## src/rtl/nexys4_entry_pkg.sv

```systemverilog
// Shared definitions for the Nexys4 manual word-entry block.
//   NIBBLES/NIBBLE_W/CURSOR_W/WORD_W : geometry of the edit buffer
//   ST_EDIT/ST_OFFER                 : entry FSM state encoding
//   nibble_op()                      : edit applied to the selected digit
package nexys4_entry_pkg;

  localparam int unsigned NIBBLES  = 8;
  localparam int unsigned CURSOR_W = 3;
  localparam int unsigned NIBBLE_W = 4;
  localparam int unsigned WORD_W   = NIBBLES * NIBBLE_W;

  localparam logic [0:0] ST_EDIT  = 1'b0;
  localparam logic [0:0] ST_OFFER = 1'b1;

  // Up and down pressed together cancel out; digits wrap modulo 16.
  function automatic logic [NIBBLE_W-1:0] nibble_op(
    input logic [NIBBLE_W-1:0] cur_val,
    input logic                up,
    input logic                down,
    input logic                direct,
    input logic [NIBBLE_W-1:0] sw_val
  );
    if (up && !down)
      return direct ? sw_val : cur_val + 4'd1;
    else if (down && !up)
      return cur_val - 4'd1;
    else
      return cur_val;
  endfunction

endpackage

```

## src/rtl/nexys4_word_entry_if.sv

```systemverilog
// Valid/ready handshake carrying the committed 32-bit word downstream.
//   word_out   : committed word, stable while word_valid is high
//   word_valid : word offered
//   word_ready : downstream accepts word_out
// master = word entry block, slave = consumer.
interface nexys4_word_entry_if import nexys4_entry_pkg::*; ();
  logic [WORD_W-1:0] word_out;
  logic              word_valid;
  logic              word_ready;

  modport master (output word_out, output word_valid, input  word_ready);
  modport slave  (input  word_out, input  word_valid, output word_ready);
endinterface

```

## src/rtl/nexys4_word_entry_btn_debounce.sv

```systemverilog
// Push-button conditioner: 2-FF synchroniser, debouncer and rise detector.
//   clk_in  : system clock
//   reset   : asynchronous, active-high
//   btn_i   : raw button level
//   rise_o  : one-cycle pulse when the debounced level goes 0 -> 1
// The debounced level follows the synchronised input only after it has
// disagreed for DEBOUNCE_CYCLES consecutive cycles; any agreeing cycle
// restarts the count.
module btn_debounce #(
  parameter int unsigned DEBOUNCE_CYCLES = 1000000,
  parameter int unsigned CNT_W           = 20
) (
  input  logic clk_in,
  input  logic reset,
  input  logic btn_i,
  output logic rise_o
);

  logic [1:0]       sync_q;
  logic             level_q, level_d;
  logic [CNT_W-1:0] cnt_q, cnt_d;
  logic             rise_q, rise_d;

  always_comb begin
    level_d = level_q;
    cnt_d   = '0;
    rise_d  = 1'b0;
    if (sync_q[1] != level_q) begin
      if (cnt_q == CNT_W'(DEBOUNCE_CYCLES - 1)) begin
        level_d = sync_q[1];
        rise_d  = sync_q[1];
      end else begin
        cnt_d = cnt_q + 1'b1;
      end
    end
  end

  always_ff @(posedge clk_in or posedge reset) begin
    if (reset) begin
      sync_q  <= '0;
      level_q <= 1'b0;
      cnt_q   <= '0;
      rise_q  <= 1'b0;
    end else begin
      sync_q  <= {sync_q[0], btn_i};
      level_q <= level_d;
      cnt_q   <= cnt_d;
      rise_q  <= rise_d;
    end
  end

  assign rise_o = rise_q;

endmodule

```

## src/rtl/nexys4_word_entry.sv

```systemverilog
// Manual 32-bit word entry from Nexys4 buttons and switches.
//   clk_in, reset          : clock, asynchronous active-high reset
//   btn_left/right         : move nibble cursor toward MS / LS digit
//   btn_up/down            : increment (or direct-write) / decrement digit
//   btn_commit             : offer the edit buffer downstream
//   sw_nibble, sw_direct   : direct-write value and mode (synchronised)
//   edit_word, cursor      : live edit buffer and selected digit
//   bus (master)           : word_out / word_valid / word_ready handshake
module nexys4_word_entry import nexys4_entry_pkg::*; #(
  parameter int unsigned DEBOUNCE_CYCLES = 1000000,
  parameter int unsigned CNT_W           = 20
) (
  input  logic                clk_in,
  input  logic                reset,
  input  logic                btn_left,
  input  logic                btn_right,
  input  logic                btn_up,
  input  logic                btn_down,
  input  logic                btn_commit,
  input  logic [NIBBLE_W-1:0] sw_nibble,
  input  logic                sw_direct,
  output logic [WORD_W-1:0]   edit_word,
  output logic [CURSOR_W-1:0] cursor,
  nexys4_word_entry_if.master bus
);

  // Index order: 0 left, 1 right, 2 up, 3 down, 4 commit.
  logic [4:0] btn_raw;
  logic [4:0] pulse;

  assign btn_raw = {btn_commit, btn_down, btn_up, btn_right, btn_left};

  for (genvar g = 0; g < 5; g++) begin : g_btn
    btn_debounce #(
      .DEBOUNCE_CYCLES(DEBOUNCE_CYCLES),
      .CNT_W          (CNT_W)
    ) u_db (
      .clk_in(clk_in),
      .reset (reset),
      .btn_i (btn_raw[g]),
      .rise_o(pulse[g])
    );
  end

  logic [NIBBLE_W-1:0] swn_s1_q, swn_s2_q;
  logic                swd_s1_q, swd_s2_q;

  logic [0:0]          state_q, state_d;
  logic [WORD_W-1:0]   edit_q, edit_d;
  logic [CURSOR_W-1:0] cur_q, cur_d;
  logic [WORD_W-1:0]   wo_q, wo_d;

  always_comb begin
    state_d = state_q;
    edit_d  = edit_q;
    cur_d   = cur_q;
    wo_d    = wo_q;
    case (state_q)
      ST_EDIT: begin
        if (pulse[4]) begin
          wo_d    = edit_q;
          state_d = ST_OFFER;
        end else begin
          // Digit edit uses the cursor as it was before this cycle's move.
          edit_d[{cur_q, 2'b00} +: NIBBLE_W] =
            nibble_op(edit_q[{cur_q, 2'b00} +: NIBBLE_W],
                      pulse[2], pulse[3], swd_s2_q, swn_s2_q);
          if (pulse[0] && !pulse[1])
            cur_d = cur_q + 3'd1;
          else if (pulse[1] && !pulse[0])
            cur_d = cur_q - 3'd1;
        end
      end
      ST_OFFER: begin
        if (bus.word_ready)
          state_d = ST_EDIT;
      end
      default: state_d = ST_EDIT;
    endcase
  end

  always_ff @(posedge clk_in or posedge reset) begin
    if (reset) begin
      swn_s1_q <= '0;
      swn_s2_q <= '0;
      swd_s1_q <= 1'b0;
      swd_s2_q <= 1'b0;
      state_q  <= ST_EDIT;
      edit_q   <= '0;
      cur_q    <= '0;
      wo_q     <= '0;
    end else begin
      swn_s1_q <= sw_nibble;
      swn_s2_q <= swn_s1_q;
      swd_s1_q <= sw_direct;
      swd_s2_q <= swd_s1_q;
      state_q  <= state_d;
      edit_q   <= edit_d;
      cur_q    <= cur_d;
      wo_q     <= wo_d;
    end
  end

  assign edit_word      = edit_q;
  assign cursor         = cur_q;
  assign bus.word_out   = wo_q;
  assign bus.word_valid = (state_q == ST_OFFER);

endmodule

```

## src/flat_wrapper.sv

```systemverilog
// flat-port wrapper written by rule: the top's interface ports become plain ports
module nexys4_word_entry_flat import nexys4_entry_pkg::*;
#(
  parameter int unsigned DEBOUNCE_CYCLES = 1000000,
  parameter int unsigned CNT_W           = 20
)
  (clk_in, reset, btn_left, btn_right, btn_up, btn_down, btn_commit, sw_nibble, sw_direct, edit_word, cursor, bus_word_out, bus_word_valid, bus_word_ready);
  nexys4_word_entry_if bus_i ();
  input  logic clk_in;
  input  logic reset;
  input  logic btn_left;
  input  logic btn_right;
  input  logic btn_up;
  input  logic btn_down;
  input  logic btn_commit;
  input  logic [NIBBLE_W-1:0] sw_nibble;
  input  logic sw_direct;
  output logic [WORD_W-1:0] edit_word;
  output logic [CURSOR_W-1:0] cursor;
  output wire logic [$bits(bus_i.word_out)-1:0] bus_word_out;
  output wire logic [$bits(bus_i.word_valid)-1:0] bus_word_valid;
  input wire logic [$bits(bus_i.word_ready)-1:0] bus_word_ready;
  assign bus_word_out = bus_i.word_out;
  assign bus_word_valid = bus_i.word_valid;
  assign bus_i.word_ready = bus_word_ready;
  nexys4_word_entry #(.DEBOUNCE_CYCLES(DEBOUNCE_CYCLES), .CNT_W(CNT_W)) u_core (.clk_in(clk_in), .reset(reset), .btn_left(btn_left), .btn_right(btn_right), .btn_up(btn_up), .btn_down(btn_down), .btn_commit(btn_commit), .sw_nibble(sw_nibble), .sw_direct(sw_direct), .edit_word(edit_word), .cursor(cursor), .bus(bus_i));
endmodule
```

## config.mk

```make
export PLATFORM = sky130hd
export DESIGN_NAME = nexys4_word_entry_flat
export DESIGN_NICKNAME = d
export VERILOG_FILES = /design/src/rtl/nexys4_entry_pkg.sv /design/src/rtl/nexys4_word_entry_if.sv /design/src/rtl/nexys4_word_entry_btn_debounce.sv /design/src/rtl/nexys4_word_entry.sv /design/src/flat_wrapper.sv
export SDC_FILE = /design/constraint.sdc
export NUM_CORES = 1
export LEC_CHECK = 0
export ABC_AREA = 1
export CORE_MARGIN = 2
export CORE_UTILIZATION = 30
export CTS_BUF_LIST = sky130_fd_sc_hd__clkbuf_4
export DETAILED_ROUTE_END_ITERATION = 12
export GPL_TIMING_DRIVEN = 1
export PLACE_DENSITY_LB_ADDON = 0.15
export SETUP_SLACK_MARGIN = 0.5
export SYNTH_ARGS = -nofsm -noshare
export SYNTH_HDL_FRONTEND = slang
export SYNTH_SLANG_ARGS = --single-unit
```

## constraint.sdc

```tcl
create_clock -name clk_in -period 6.2 [get_ports clk_in]
set_input_delay 0.93 -clock clk_in [delete_from_list [all_inputs] [get_ports clk_in]]
set_output_delay 0.93 -clock clk_in [all_outputs]
set_load 0.01 [all_outputs]
```

==> impl_metrics.json, run 1 <==
{
  "antenna_found_initial": 1,
  "fin_nets": 1168,
  "antenna_left": 0,
  "drt_pass1_iterations": 5,
  "required_ns": 5.27,
  "static-leakage-power_nw": 4.66,
  "netlist_area_um2": 9230,
  "grt_pass1_wl_mm": 35.8,
  "crit_family": "flip-flops",
  "final_core_util": 0.356,
  "fmax_mhz": 321,
  "cts_tree": "done",
  "gp_congestion": 0.790,
  "grt_overflow": 0,
  "fin_skew_ns": 0.0413,
  "tightest_slew_ns": 0.790,
  "path_max_fanout": 25,
  "pre_cts_slack_ns": 3.40,
  "syn_inst": 1056,
  "die_y_um": 179,
  "remaining_drc_errors": 0,
  "setup_violations": 0,
  "path_buf_inv": 1,
  "cts.path.max_buffers": 2,
  "yosys.area.top_type": "dfrtp_1",
  "cp-start-kind": "flip-flop",
  "critPathMaxStageDelay_ns": 0.90,
  "power_density_nw_per_um2": 202,
  "cp_data_arrival_time_ns": 2.19,
  "clk_pin_slew_worst_paths_ns": 0.18,
  "dieArea_um2": 32200,
  "synth.avg_cell_area_um2": 8.74,
  "syn_to_final_growth_pct": 17.3,
  "crit_start": "u_core.cursor[0]",
  "cts_resized": 0,
  "rsz0062_at_grt": "false",
  "cts_setup_buffers": 0,
  "hold_viol": 0,
  "start_util": 0.303,
  "synth_edf_count": 0,
  "relSlewSlack": 0.473,
  "drt_wl_total_mm": 21.1,
  "finalPower_w": 0.00218,
  "synth-seq-area-share": 0.537,
  "wl_per_cell_um": 13.6,
  "max_cap_violations": 0,
  "clk_latency_ns": 0.60,
  "drtIter0Drc": 489,
  "cts-root-buf": "clkbuf_4",
  "cts_buffers": 17,
  "grt_pass1_vias": 6832,
  "std_cell_rows": 64,
  "async_reset_ff_frac": 1.00,
  "cp_cell_sequence": "clkdlybuf4s50_1",
  "vdd_drop_max_v": 0.000114,
  "die_w_um": 179,
  "tns_ns": 0,
  "cts.htree.levels": 4,
  "cp-end-kind": "primary output",
  "synthFlopType": "dfrtp_1",
  "via_count": 6957,
  "synth_top_area_share": 0.537,
  "synth_seq_cells": 198,
  "outcome": "complete, no violations",
  "ios": 81,
  "period_needed_ns": 3.12,
  "whs_ns": 0.350,
  "hold_start": "u_core.g_btn[2].u_db.sync_q[0]",
  "path_class": "reg -> out",
  "io_buffers": 80,
  "synthTopCellsByArea": "dfrtp_1, nand2_1, inv_1, nor2_1, o21ai_0",
  "synth_cell_types": 44,
  "hold_class": "reg -> reg",
  "timing.final.ws_setup_ns": 3.08,
  "clock-sinks": 198,
  "postCtsHoldBufs": 0,
  "synth_warnings": 0,
  "coreArea_um2": 30400,
  "place_hpwl_mm": 15.5,
  "viasPerCell": 4.48,
  "track_usage": 0.136,
  "synth_fp_nets": 1080,
  "grt_max_degree": 128,
  "finalMaxSlewViolations": 0,
  "layout-drive-gt1-share": 0.0717,
  "rr_startpoint": "u_core.cursor[0]",
  "fin_crit_sh": 0.503,
  "cp_slowest_cell": "dfrtp_1"
}
## logic make-up (layout without fill, tap and decap cells)
logic type	Yosys count	count (layout)	share of synthesized area
AND/OR/NAND/NOR	487	487	0.240
multiplexers	4	4	0.00488
flip-flops	198	198	0.537
other	0	1	0
AO/OA/AOI/OAI	143	143	0.0875
adder cells (fa/ha/maj)	11	11	0.0157
buffers and inverters	165	266	0.0699
XOR/XNOR	48	48	0.0455
## stage by stage
step	instances	area [µm²]
after floorplan	1056	9240
after global placement	1521	10500
after detailed placement	1521	10500
after CTS	1553	10800
after global routing	1554	10800
final	1554	10800
## synth_stat cells, types with 3 or more instances
library cell  instances
and3_1                3
a21oi_1              41
nand2_2               4
o21a_1                6
clkbuf_1              6
nor2_2               12
inv_1               148
nand2_1             193
inv_2                 3
nand4_1              28
o21ai_2               5
nor4_1                7
mux2_2                4
xnor2_1              17
a211oi_1              3
o21ai_0              63
buf_4                 4
nor2_1              126
nand3_1              55
a21oi_2               4
dfrtp_1             198
ha_1                 10
nor3_1               34
buf_2                 3
xor2_1               31
nor3b_1               9
o21ai_1              17
## final timing paths
check                                                  to  slack [ns]  cells past startpoint
min                        u_core.g_btn[2].u_db.sync_q[1]        0.35                      0
max                                             cursor[0]        3.08                      1
max in group asynchronous    u_core.g_btn[3].u_db.level_q        4.48                      3
min in group asynchronous  u_core.g_btn[1].u_db.cnt_q[10]        0.67                      2
max reg2reg                           u_core.edit_word[9]        3.39                     12
min reg2reg                u_core.g_btn[2].u_db.sync_q[1]        0.35                      0
## report_power, final
part	leakage [nW]	switching [W]	internal [W]
sequential	2.71	0.00000895	0.00131
clock	0.175	0.000516	0.000267
combinational	1.78	0.0000592	0.0000251
## cell type report
class                      instances  area, µm²
antenna                            1       2.50
multi-input combinational        693       3630
sequential                       198       4950
fill                            3127      19600
timing repair buffer              83        836
clock buffer                      17        128
inverter                         151        571
clock inverter                    15        210
tap                              396        495
## layer usage
| layer | share of wire | global-route usage | wire (µm) | up-vias |
|---|---|---|---|---|
| li1 | - | - | - | 3589 |
| met1 | 0.50 | 0.192 | 10500 | 3254 |
| met2 | 0.46 | 0.214 | 9760 | 103 |
| met3 | 0.029 | 0.0267 | 615 | 11 |
| met4 | 0.0088 | 0.0315 | 186 | 0 |
| met5 | 0 | 0 | 0 | - |
## layout by cell type, fill, tap and decap left out, types with 9 or more instances in the layout
cell type	synthesis	final
nor2_1	126	126
ha_1	10	10
xnor2_1	17	17
clkdlybuf4s50_1	0	80
a21oi_1	41	41
o21ai_1	17	17
nand2_1	193	192
xor2_1	31	31
nor3b_1	9	9
nand3_1	55	55
inv_1	148	147
o21ai_0	63	63
nor2_2	12	12
dfrtp_1	198	198
nand4_1	28	28
clkbuf_4	0	17
nor3_1	34	34
## registers in the layout, indices dropped and copies added, names as in the netlist
signal / flops
u_core.g_btn.u_db.cnt_q: 100
u_core.bus.word_out: 32
u_core.edit_word: 32
u_core.g_btn.u_db.sync_q: 10
u_core.g_btn.u_db.level_q: 5
u_core.g_btn.u_db.rise_o: 5
u_core.swn_s1_q: 4
u_core.swn_s2_q: 4
u_core.cursor: 3
u_core.bus.word_valid: 1
u_core.swd_s1_q: 1
u_core.swd_s2_q: 1
No activity file was read; power rests on OpenSTA's default activity.
==> inputs of run 2 (changes only) <==
clock period = 2.6 ns   (was 6.2 ns; I/O delays follow)
==> run 2 against run 1 <==
Compared with the run above:
- critical path depth is 2 higher
- clock power rose by 120%
- utilization increased by 1.2 points
- critical path type unchanged
- largest cell class unchanged
- largest power group unchanged
- highest routed layer unchanged
==> impl_metrics.json, run 2 (synthesis results as in run 1) <==
{
  "layout-drive-gt1-share": 0.122,
  "syn_to_final_growth_pct": 21.3,
  "final_cell_mix": "dfrtp_1, nand2_1, inv_1",
  "crit_start": "u_core.cursor[0]",
  "coreArea_um2": 30400,
  "ios": 81,
  "largest_register_ffs": 100,
  "regMostFlops": "u_core.g_btn.u_db.cnt_q",
  "drtIter0Drc": 390,
  "switching_share": 0.265,
  "cp-start-kind": "flip-flop",
  "required_ns": 2.21,
  "whs_ns": 0.210,
  "static-leakage-power_nw": 4.92,
  "period_needed_ns": 2.09,
  "grt_pass1_wl_mm": 35.9,
  "cts.htree.levels": 4,
  "switchingPower_w": 0.00134,
  "path_max_fanout": 7,
  "grt_max_degree": 81,
  "hold_class": "in -> reg",
  "rsz0062_at_grt": "true",
  "placed_cell_area_um2": 10600,
  "vdd_drop_max_v": 0.000197,
  "fmax_mhz": 478,
  "io_buffers": 80,
  "dieArea_um2": 32200,
  "place_hpwl_mm": 15.7,
  "finalMaxSlewViolations": 0,
  "fillCellCount": 3112,
  "fin_skew_ns": 0.0372,
  "fin_nets": 1192,
  "tightest_slew_ns": 0.656,
  "outcome": "complete, no violations",
  "gp_congestion": 0.814,
  "drt_pass1_iterations": 6,
  "cts.path.max_buffers": 2,
  "die_y_um": 179,
  "std_cell_rows": 64,
  "seq_area_um2": 4960,
  "grt_pass1_vias": 7000,
  "drt_wl_total_mm": 21.7,
  "p_seq_frac": 0.621,
  "viasPerCell": 4.48,
  "max_cap_violations": 0,
  "cts-root-buf": "clkbuf_4",
  "p_comb_frac": 0.045,
  "remaining_drc_errors": 0,
  "wl_per_cell_um": 13.7,
  "fin_crit_sh": 0.805,
  "layout_commonest_cell": "dfrtp_1",
  "antenna_left": 0,
  "multi_input_area_um2": 3800,
  "cts_tree": "done",
  "cts_buffers": 17,
  "finalInstanceArea_um2": 11200,
  "relSlewSlack": 0.561,
  "clk_latency_ns": 0.59,
  "clk_pin_slew_worst_paths_ns": 0.18,
  "cp-end-kind": "primary output",
  "clock-sinks": 198,
  "start_util": 0.303,
  "track_usage": 0.136,
  "intPower_w": 0.00371,
  "rr_startpoint": "u_core.cursor[0]",
  "postCtsHoldBufs": 0,
  "power_density_nw_per_um2": 451,
  "grt_overflow": 0,
  "cp_data_arrival_time_ns": 1.70,
  "path_class": "reg -> out",
  "hold_viol": 0,
  "via_count": 7063,
  "setup_violations": 0,
  "antenna_found_initial": 1,
  "die_w_um": 179,
  "clock_power_share": 0.334,
  "dpl.cell_count": 1530,
  "hold_start": "btn_right",
  "layout.cells.non_filler": 1578
}
## run 2: worst paths after layout
kind	end	slack [ns]	depth (start not counted)
worst max register to register	u_core.edit_word[9]	0.55	12
worst min-delay path	u_core.g_btn[1].u_db.sync_q[0]	0.21	1
worst min register to register	u_core.swd_s2_q	0.37	0
worst max-delay path	cursor[0]	0.51	3
max in group asynchronous	u_core.g_btn[3].u_db.cnt_q[5]	1.91	3
min in group asynchronous	u_core.bus.word_out[11]	0.26	3
## run 2: routing by layer
layer	GRT usage	vias to the layer above	share of wire
met3	0.0276	14	0.034
met5	0	-	0
met2	0.219	109	0.46
li1	-	3627	-
met1	0.186	3313	0.50
met4	0.0380	0	0.0091
## run 2: repair_timing
item	in CTS	in global routing
gates resized for setup	11	52
cloned	0	1
hold endpoints to repair	0	0
endpoints found under the setup margin	15	70
setup buffers	7	7
pin swaps	3	8
## run 2: power groups by stage
stage	Sequential [W]	Combinational [W]	Clock, W
after floorplan	0.00319	0.000136	0
after global placement	0.00320	0.000224	0
after detailed placement	0.00320	0.000223	0
after CTS	0.00314	0.000224	0.00179
after global routing	0.00315	0.000265	0.00190
final	0.00314	0.000227	0.00169
## run 2: worst max-delay path, cell delays in order, from the launching register on
cell and delay (ns):
dfrtp_2 0.52, buf_8 0.17, buf_4 0.13, dlygate4sd2_1 0.29
## run 2: layout make-up
type                    instances  area share
flip-flops and latches        198       0.443
multi-input cells             693       0.340
repair buffers                107      0.0959
inverters                     151      0.0516
well taps                     396      0.0442
clock inverters                15      0.0142
clock buffers                  17      0.0114
diodes                          1    0.000223
## run 2: through the flow
| stage | power [W] | TNS (ns) | setup slack (ns) | util |
|---|---|---|---|---|
| after CTS | 0.00516 | 0 | 0.499 | 0.359 |
| after detailed placement | 0.00342 | 0 | 0.423 | 0.348 |
| after floorplan | 0.00333 | -69.37 | -0.350 | - |
| final | 0.00505 | 0 | 0.508 | 0.368 |
| after global routing | 0.00531 | 0 | 0.422 | 0.368 |
| after global placement | 0.00342 | 0 | 0.513 | 0.348 |
==> inputs of run 3 (changes only) <==
clock period = 1.95 ns   (was 2.6 ns; I/O delays follow)
==> run 3 against run 2 <==
Compared with the run above:
- the flow now finishes with violations (negative setup slack)
- global-route usage increased by 1.4 points
- wire length increased by 13%
- die area unchanged
- sequential power grew 34%
- total power grew 35%
- flip-flop and latch count stayed put
- register-to-register slack got worse by 0.61 ns
- final cell count rose by 11%
- first-iteration DRC count up 23%
- design area is 21% higher
- clock power grew 26%
==> impl_metrics.json, run 3 (synthesis results as in run 1) <==
{
  "io_buffers": 80,
  "largest_register_ffs": 100,
  "fin_nets": 1361,
  "cp-end-kind": "flip-flop",
  "fillCellCount": 3005,
  "relSlewSlack": 0.624,
  "violations": "negative setup slack",
  "cts-root-buf": "clkbuf_4",
  "critPathMaxStageDelay_ns": 0.50,
  "clk_pin_slew_worst_paths_ns": 0.17,
  "cts.path.max_buffers": 2,
  "antenna_found_initial": 1,
  "tightest_slew_ns": 0.561,
  "syn_to_final_growth_pct": 47.0,
  "start_util": 0.303,
  "layout_commonest_cell": "dfrtp_1",
  "regMostFlops": "u_core.g_btn.u_db.cnt_q",
  "fmax_mhz": 497,
  "path_class": "reg -> reg",
  "outcome": "finished with violations",
  "cp-start-kind": "flip-flop",
  "track_usage": 0.151,
  "rrSetupSlack_ns": -0.06,
  "fin_skew_ns": 0.0297,
  "crit_family": "compound AO/OA/AOI/OAI gates",
  "static-leakage-power_nw": 6.20,
  "dpl.cell_count": 1577,
  "path_max_fanout": 8,
  "std_cell_rows": 64,
  "hold_class": "in -> async",
  "drtIter0Drc": 479,
  "vdd_drop_max_v": 0.000267,
  "via_count": 7900,
  "path_buf_inv": 2,
  "timing.final.ws_setup_ns": -0.0625,
  "remaining_drc_errors": 0,
  "drt_pass1_iterations": 4,
  "postCtsHoldBufs": 0,
  "viasPerCell": 4.52,
  "whs_ns": 0.0537,
  "drt_wl_total_mm": 24.5,
  "cp_data_arrival_time_ns": 2.54,
  "rsz0062_at_grt": "true",
  "cp_slowest_cell": "dfrtp_2",
  "cts_tree": "done",
  "hold_viol": 0,
  "grt_pass1_vias": 7876,
  "finalMaxSlewViolations": 0,
  "required_ns": 2.48,
  "period_needed_ns": 2.01,
  "antenna_left": 0,
  "setup_violations": 8,
  "layout-drive-gt1-share": 0.405,
  "power_density_nw_per_um2": 502,
  "cts.htree.levels": 4,
  "place_hpwl_mm": 16.6,
  "die_y_um": 179,
  "cts_buffers": 17,
  "clock-sinks": 198,
  "cp_cell_sequence": "buf_6 -> nand2_2 -> nand3_2 -> nand2_2 -> nand2_2 -> nand2_4 -> inv_2 -> ha_4 -> nand2_2 -> a32oi_2 -> o31ai_4 -> o21ai_1",
  "ios": 81,
  "fin_crit_sh": 1.03,
  "die_w_um": 179,
  "final_cell_mix": "dfrtp_1, nand2_1, buf_4",
  "dieArea_um2": 32200,
  "grt_pass1_wl_mm": 39.8,
  "coreArea_um2": 30400,
  "clk_latency_ns": 0.61,
  "grt_max_degree": 43,
  "layout.cells.non_filler": 1748,
  "max_cap_violations": 0,
  "wl_per_cell_um": 14.0,
  "grt_overflow": 0,
  "gp_congestion": 0.826,
  "critPathMostFrequentCell": "nand2_2"
}
[run 3: changes by cell type in the layout (fill, tap and decap cells not counted), sizes merged, moves of 2 or more]
cell | before | now
buf | 26 | 261
clkdlybuf4s50 | 75 | 13
dlygate4sd2 | 2 | 0
dlymetal6s2s | 3 | 0
[run 3: cell type report]
cell class / count / area [µm²] / area share
flip-flops and latches: 198 / 4960 / 0.366
multi-input cells: 693 / 4770 / 0.351
repair buffers: 274 / 2450 / 0.180
inverters: 151 / 608 / 0.0448
well taps: 396 / 495 / 0.0365
clock inverters: 15 / 139 / 0.0102
clock buffers: 17 / 128 / 0.00941
repair inverters: 2 / 16.3 / 0.00120
diodes: 2 / 5.00 / 0.000369
[run 3: report_power, final]
part / switching [W] / internal, W
Sequential: 0.0000440 / 0.00416
Clock: 0.00157 / 0.000563
Combinational: 0.000263 / 0.000215
[run 3: per-stage QoR]
stage	worst slack (ns)	cell area [µm²]	setup TNS, ns	util	total power, W
floorplan	-0.903	9430	-179.79	-	0.00445
global placement	-0.0713	11100	-0.812	0.366	0.00462
detailed placement	-0.149	11100	-1.57	0.366	0.00462
CTS	-0.0531	12500	-0.457	0.411	0.00689
global route	-0.165	13600	-2.77	0.446	0.00718
finish	-0.0625	13600	-0.294	0.446	0.00681
[run 3: routing by layer]
layer	share of wire	up-vias	track usage	routed length [µm]
li1	-	3982	-	-
met1	0.46	3794	0.206	11400
met2	0.49	106	0.244	12100
met3	0.027	18	0.0276	670
met4	0.015	0	0.0459	358
met5	0	-	0	0
[run 3: path summary, 6_finish.rpt]
check,startpoint,end,cells after the start
max,u_core.cursor[0],u_core.edit_word[13],12
min,reset,u_core.g_btn[3].u_db.rise_o,2
max reg2reg,u_core.cursor[0],u_core.edit_word[13],12
min reg2reg,u_core.g_btn[0].u_db.sync_q[0],u_core.g_btn[0].u_db.sync_q[1],0
max in group asynchronous,reset,u_core.edit_word[31],3
min in group clk_in,sw_nibble[2],u_core.swn_s1_q[2],1
[run 3: what timing repair did]
action / CTS / global route
pin swaps: 55 / 69
setup endpoints to repair: 188 / 221
buffers inserted: 96 / 39
cloned: 2 / 0
gates resized for setup: 447 / 198
